File: src/rtl/ql_pkg.sv
// Shared Q-learning definitions: grid and action encoding, Q-table address
// layout, and the action selector FSM state codes.
package ql_pkg;

  localparam int STATE_W = 5;
  localparam int ACT_W   = 2;
  localparam int N_ACT   = 4;

  // Action codes and the state-index move each one makes on the 5x5 grid.
  localparam logic [ACT_W-1:0] ACT_RIGHT = 2'd0;  // +1
  localparam logic [ACT_W-1:0] ACT_UP    = 2'd1;  // -5
  localparam logic [ACT_W-1:0] ACT_LEFT  = 2'd2;  // -1
  localparam logic [ACT_W-1:0] ACT_DOWN  = 2'd3;  // +5

  // Action selector FSM encoding.
  localparam logic [1:0] ST_IDLE  = 2'd0;
  localparam logic [1:0] ST_READ  = 2'd1;
  localparam logic [1:0] ST_DRAIN = 2'd2;
  localparam logic [1:0] ST_ISSUE = 2'd3;

  // Q-table entries are laid out as {state, action}.
  function automatic logic [STATE_W+ACT_W-1:0] q_addr(
    input logic [STATE_W-1:0] state,
    input logic [ACT_W-1:0]   action
  );
    return {state, action};
  endfunction

endpackage

File: src/rtl/lfsr16.sv
// Free-running 16-bit Fibonacci LFSR, taps 16,14,13,11 (right-shifting form).
// Shared by every block that needs cheap pseudo-random bits.
module lfsr16 #(
  parameter logic [15:0] SEED = 16'hACE1
) (
  input  logic        clk,
  input  logic        rst,
  input  logic        en,
  output logic [15:0] lfsr
);

  logic [15:0] lfsr_r;
  logic        feedback_s;

  assign feedback_s = lfsr_r[0] ^ lfsr_r[2] ^ lfsr_r[3] ^ lfsr_r[5];
  assign lfsr       = lfsr_r;

  // Load the seed on reset, otherwise shift in the feedback bit when enabled.
  always_ff @(posedge clk) begin
    if (rst) begin
      lfsr_r <= SEED;
    end else if (en) begin
      lfsr_r <= {feedback_s, lfsr_r[15:1]};
    end else begin
      lfsr_r <= lfsr_r;
    end
  end

endmodule

File: src/rtl/action_selector.sv
// Epsilon-greedy action selector: reads the four Q-values of the current
// state, picks the argmax (lowest index on ties) or a random action, and
// flags episode restarts on goal or when the step budget runs out.
module action_selector #(
  parameter int          STATE_W    = 5,
  parameter int          Q_W        = 16,
  parameter int          GOAL_STATE = 24,
  parameter int          MAX_STEPS  = 64,
  parameter int          EPSILON    = 26,
  parameter logic [15:0] LFSR_SEED  = 16'hACE1
) (
  input  logic                      clk,
  input  logic                      rst,
  input  logic [STATE_W-1:0]        curr_state,
  input  logic                      decoder_en,
  input  logic                      greedy_only,
  output logic                      q_rd_en,
  output logic [STATE_W+1:0]        q_rd_addr,
  input  logic signed [Q_W-1:0]     q_rd_data,
  output logic [1:0]                act,
  output logic                      act_valid,
  output logic                      change_iteration,
  output logic                      busy,
  output logic [15:0]               ep_cnt
);

  import ql_pkg::*;

  localparam int         SC_W  = (MAX_STEPS > 1) ? $clog2(MAX_STEPS) : 1;
  localparam logic [8:0] EPS_9 = 9'(EPSILON);

  logic [1:0]            state_r;
  logic [STATE_W-1:0]    st_r;
  logic [1:0]            a_idx_r;
  logic signed [Q_W-1:0] best_val_r;
  logic [1:0]            best_idx_r;
  logic [SC_W-1:0]       step_cnt_r;

  logic                  q_rd_en_r;
  logic [STATE_W+1:0]    q_rd_addr_r;
  logic [1:0]            act_r;
  logic                  act_valid_r;
  logic                  change_iteration_r;
  logic                  busy_r;
  logic [15:0]           ep_cnt_r;

  logic [15:0]           lfsr_s;
  logic                  unused_lfsr_s;
  logic                  greater_s;
  logic [1:0]            final_idx_s;
  logic                  explore_s;
  logic [1:0]            act_next_s;
  logic                  last_step_s;
  logic                  is_goal_s;

  lfsr16 #(.SEED(LFSR_SEED)) u_lfsr (
    .clk  (clk),
    .rst  (rst),
    .en   (1'b1),
    .lfsr (lfsr_s)
  );

  // Only the low ten LFSR bits feed the decision.
  assign unused_lfsr_s = ^lfsr_s[15:10];

  assign q_rd_en          = q_rd_en_r;
  assign q_rd_addr        = q_rd_addr_r;
  assign act              = act_r;
  assign act_valid        = act_valid_r;
  assign change_iteration = change_iteration_r;
  assign busy             = busy_r;
  assign ep_cnt           = ep_cnt_r;

  // Compare the arriving Q-value, and form the final action and restart decision.
  always_comb begin
    greater_s = (q_rd_data > best_val_r);
    if (greater_s) begin
      final_idx_s = 2'd3;
    end else begin
      final_idx_s = best_idx_r;
    end
    explore_s = !greedy_only && ({1'b0, lfsr_s[7:0]} < EPS_9);
    if (explore_s) begin
      act_next_s = lfsr_s[9:8];
    end else begin
      act_next_s = final_idx_s;
    end
    last_step_s = (step_cnt_r == SC_W'(MAX_STEPS - 1));
    is_goal_s   = (curr_state == STATE_W'(GOAL_STATE));
  end

  // Decision FSM: accept a state, stream four Q reads, pick, issue one pulse.
  always_ff @(posedge clk) begin
    if (rst) begin
      state_r            <= ST_IDLE;
      st_r               <= '0;
      a_idx_r            <= 2'd0;
      best_val_r         <= '0;
      best_idx_r         <= 2'd0;
      step_cnt_r         <= '0;
      q_rd_en_r          <= 1'b0;
      q_rd_addr_r        <= '0;
      act_r              <= 2'd0;
      act_valid_r        <= 1'b0;
      change_iteration_r <= 1'b0;
      busy_r             <= 1'b0;
      ep_cnt_r           <= 16'd0;
    end else begin
      act_valid_r        <= 1'b0;
      change_iteration_r <= 1'b0;
      case (state_r)
        ST_IDLE: begin
          if (decoder_en) begin
            st_r   <= curr_state;
            busy_r <= 1'b1;
            if (is_goal_s) begin
              // Goal reached: restart immediately without touching the Q-table.
              state_r            <= ST_ISSUE;
              act_r              <= ACT_RIGHT;
              act_valid_r        <= 1'b1;
              change_iteration_r <= 1'b1;
              step_cnt_r         <= '0;
              if (ep_cnt_r != 16'hFFFF) begin
                ep_cnt_r <= ep_cnt_r + 16'd1;
              end else begin
                ep_cnt_r <= ep_cnt_r;
              end
            end else begin
              state_r     <= ST_READ;
              a_idx_r     <= 2'd0;
              q_rd_en_r   <= 1'b1;
              q_rd_addr_r <= q_addr(curr_state, 2'd0);
            end
          end else begin
            state_r <= ST_IDLE;
          end
        end
        ST_READ: begin
          // Data on q_rd_data belongs to the action read in the previous cycle.
          case (a_idx_r)
            2'd0: begin
            end
            2'd1: begin
              best_val_r <= q_rd_data;
              best_idx_r <= 2'd0;
            end
            default: begin
              if (greater_s) begin
                best_val_r <= q_rd_data;
                best_idx_r <= a_idx_r - 2'd1;
              end else begin
                best_val_r <= best_val_r;
              end
            end
          endcase
          if (a_idx_r == 2'd3) begin
            state_r   <= ST_DRAIN;
            q_rd_en_r <= 1'b0;
          end else begin
            a_idx_r     <= a_idx_r + 2'd1;
            q_rd_addr_r <= q_addr(st_r, a_idx_r + 2'd1);
          end
        end
        ST_DRAIN: begin
          state_r            <= ST_ISSUE;
          act_r              <= act_next_s;
          act_valid_r        <= 1'b1;
          change_iteration_r <= last_step_s;
          if (last_step_s) begin
            step_cnt_r <= '0;
            if (ep_cnt_r != 16'hFFFF) begin
              ep_cnt_r <= ep_cnt_r + 16'd1;
            end else begin
              ep_cnt_r <= ep_cnt_r;
            end
          end else begin
            step_cnt_r <= step_cnt_r + 1'b1;
          end
        end
        ST_ISSUE: begin
          state_r <= ST_IDLE;
          busy_r  <= 1'b0;
        end
        default: begin
          state_r   <= ST_IDLE;
          busy_r    <= 1'b0;
          q_rd_en_r <= 1'b0;
        end
      endcase
    end
  end

endmodule
File: config.mk
export PLATFORM = sky130hd
export DESIGN_NAME = action_selector
export DESIGN_NICKNAME = d
export VERILOG_FILES = /design/src/rtl/ql_pkg.sv /design/src/rtl/lfsr16.sv /design/src/rtl/action_selector.sv
export SDC_FILE = /design/constraint.sdc
export NUM_CORES = 1
export LEC_CHECK = 0
export BUFFER_PORTS_ARGS = -buffer_cell sky130_fd_sc_hd__buf_2
export CORE_ASPECT_RATIO = 1.4
export CORE_MARGIN = 2
export CORE_UTILIZATION = 57
export DETAILED_ROUTE_END_ITERATION = 12
export PLACE_DENSITY = 0.8
export SLEW_MARGIN = 15
export SYNTH_ARGS = -nofsm -noshare
export SYNTH_HDL_FRONTEND = slang
export SYNTH_SLANG_ARGS = --single-unit
File: constraint.sdc
create_clock -name clk -period 3.2 [get_ports clk]
set_clock_uncertainty 0.05 [all_clocks]
set_input_delay 0.64 -clock clk [delete_from_list [all_inputs] [get_ports clk]]
set_output_delay 0.64 -clock clk [all_outputs]
set_load 0.02 [all_outputs]
==> run summary <==
Post-synth EDFFs -> 0
input/output buffers -> 53
WL final -> 7.26 mm
leading cell type in the layout, fill and taps excluded -> dfxtp_1
Worst Tran Pin Value -> 772 ps
CTS Buf Count -> 9
clock slew at reported path FFs -> 80 ps
Top Layer Used -> met4
setup tns final -> 0 ps
PwrDens -> 599 nW/um^2
clk sink count -> 76
Final ANT Viol Nets -> 0
CP peak stage delay -> 330 ps
Worst Path Max Fanout -> 9
syn_nets -> 466
CTS tree -> done
placed cells -> 533
Arr. time, crit path -> 2670 ps
Tot Pwr -> 0.00260 W
Worst Path Required -> 3420 ps
Final GP Congestion -> 0.888
Synth cell types -> 45
# hold bufs at CTS -> 0
Core ar. -> 6300 sq um
Max-Cap Viols -> 0
gr ovfl total -> 0
Setup crit end kind -> register
Hold/Removal Path Class -> register to register
Pre-Repair DR Iteration Count -> 4
PnR worst setup slack -> 749 ps
cell family with most CP delay -> simple AND/OR/NAND/NOR gates
maximum level of the CTS H-tree -> 3
Overall Global Routing Usage -> 20.9%
Post-Route M1 WL -> 3.22 mm
Leak -> 1.90 nW
fmax -> 408 MHz
Max IR drop VDD -> 0.379 mV
worst skew pair latency -> 340 ps
DIE WIDTH -> 72.5 um
Worst Setup Path Type -> input port to register
Root Driver -> clkbuf_8
most frequent cells in the layout -> dfxtp_1, buf_2, nand2b_1, nor2_1, nand2_1
Slew Limit Fails -> 0
final setup fails -> 0
buffer depth of the longest clock path -> 2
Synth top area share -> 40.7%
startpoint types -> input port
Most used DFF post-synth -> dfxtp_1
Setup WS pre-CTS -> 409 ps
Via density -> 5.49
initial core utilization -> 59.4%
sequential share of the synthesized area -> 40.7%
outcome -> complete, no violations
largest cells by area after synthesis -> dfxtp_1, ha_1, mux2i_1, nand2b_1, xor2_1
via count -> 3012
RSZ-0062 raised after global routing -> false
Avg Inst Size Synth -> 8.97 sq um
# rows -> 34
Synth area leader -> dfxtp_1
synth warn -> 0
Post-synth ARST share -> 0%
antenna violations before repair -> 0
die footprint -> 7240 sq um
CP max-delay cell -> ha_1
final instance count without filler cells -> 549
Hold Worst Slack -> 368 ps
cell count after synthesis -> 417
drc violations -> 0
worst-path cell chain -> buf_2, ha_1, and4_1, nand4_1, a21o_1, nor4b_1, a211oi_4, buf_4, mux2i_1
area of the mapped netlist -> 3740 sq um
#FFs+latches synth -> 76
vias in the first global route -> 2889
fill count -> 532
Wirelength per Cell -> 13.2 um
Tcrit/Tclk final -> 76.6%
share of layout cells above drive strength 1 -> 19.1%
final layout net count -> 521
fin crit period -> 2450 ps
post-CTS setup buffer count -> 0
Met2 Wirelength -> 3.62 mm
final hold violations -> 0
largest net degree at the start of global routing -> 53
top-level port count -> 54
Crit path buffers/inverters -> 2
first-pass GRT wire length -> 12.1 mm
Slew HR -> 48.6%
# resized after CTS -> 0
Die Y-Extent -> 99.9 um
Initial DRC Count -> 113
metal3 WL -> 222 um
antenna cell count -> 0
Syn-to-layout area delta -> 15.7%
final HPWL from detailed placement -> 5.15 mm
==> area by class of cell <==
cell class              count  area (sq um)  area share (%)
flip-flops and latches     76          1520            35.1
clock inverters             5          83.8            1.94
clock buffers              11           151            3.50
inverters                  22          82.6            1.91
well taps                  72          90.1            2.08
multi-input cells         302          2070            47.9
repair buffers             61           325            7.51
==> power by group <==
part,switching (W),leakage (nW),internal (W)
clock network,0.000351,0.112,0.000483
logic,0.000405,1.17,0.000259
registers,0.0000585,0.620,0.00104
==> synthesized netlist by cell type, drive strengths merged, types with 3 or more instances <==
library cell and number:
buf 5, and4 3, dfxtp 76, nor3 5, nor2 36, and3 10
xor2 16, xnor2 3, ha 24, inv 22, nand2 30, a21oi 19
nand3 13, a211oi 10, or2 8, or3 3, o21ai 12, nand4b 5
mux2i 25, clkbuf 12, nor2b 12, nand2b 38, nand4 8
==> cells by family (layout without fill, tap and decap cells) <==
| logic type | Yosys count | count (layout) | share of synthesized area [%] |
|---|---|---|---|
| AND/OR/NAND/NOR | 177 | 177 | 25.9 |
| XOR/XNOR | 19 | 19 | 4.45 |
| AO/OA/AOI/OAI | 56 | 56 | 9.73 |
| buffers and inverters | 39 | 99 | 4.25 |
| multiplexers | 26 | 26 | 6.99 |
| adder cells (fa/ha/maj) | 24 | 24 | 8.02 |
| flip-flops | 76 | 76 | 40.7 |
==> routing by layer <==
layer / vias to the layer above / global-route usage [%]
li1: 1536 / -
met1: 1401 / 24.5
met2: 61 / 35.9
met3: 14 / 3.71
met4: 0 / 11.0
met5: - / 0
==> final timing paths <==
check | startpoint | slack [ps] | end | cells past startpoint
setup / recovery | q_rd_data[15] | 750 | best_val_r[15] | 9
hold / removal | u_lfsr.lfsr[14] | 370 | u_lfsr.lfsr[13] | 1
setup reg to reg | best_val_r[15] | 790 | best_val_r[15] | 9
hold reg to reg | u_lfsr.lfsr[14] | 370 | u_lfsr.lfsr[13] | 1
==> state kept, by name, summed over array words and instances (netlist names), 2 cells and up <==
| signal | cells |
|---|---|
| act | 2 |
| best_idx_r | 2 |
| best_val_r | 16 |
| ep_cnt | 16 |
| q_rd_addr | 6 |
| st_r | 5 |
| state_r | 2 |
| step_cnt_r | 6 |
| u_lfsr.lfsr | 16 |
==> through the flow <==
step           util, %  area, sq um
2_1_floorplan        -         3740
3_3_place_gp      65.0         4090
3_5_place_dp      65.0         4090
4_1_cts           68.8         4330
5_1_grt           68.8         4330
6_report          68.8         4330
Note: power is estimated with default switching activity, not from simulation.
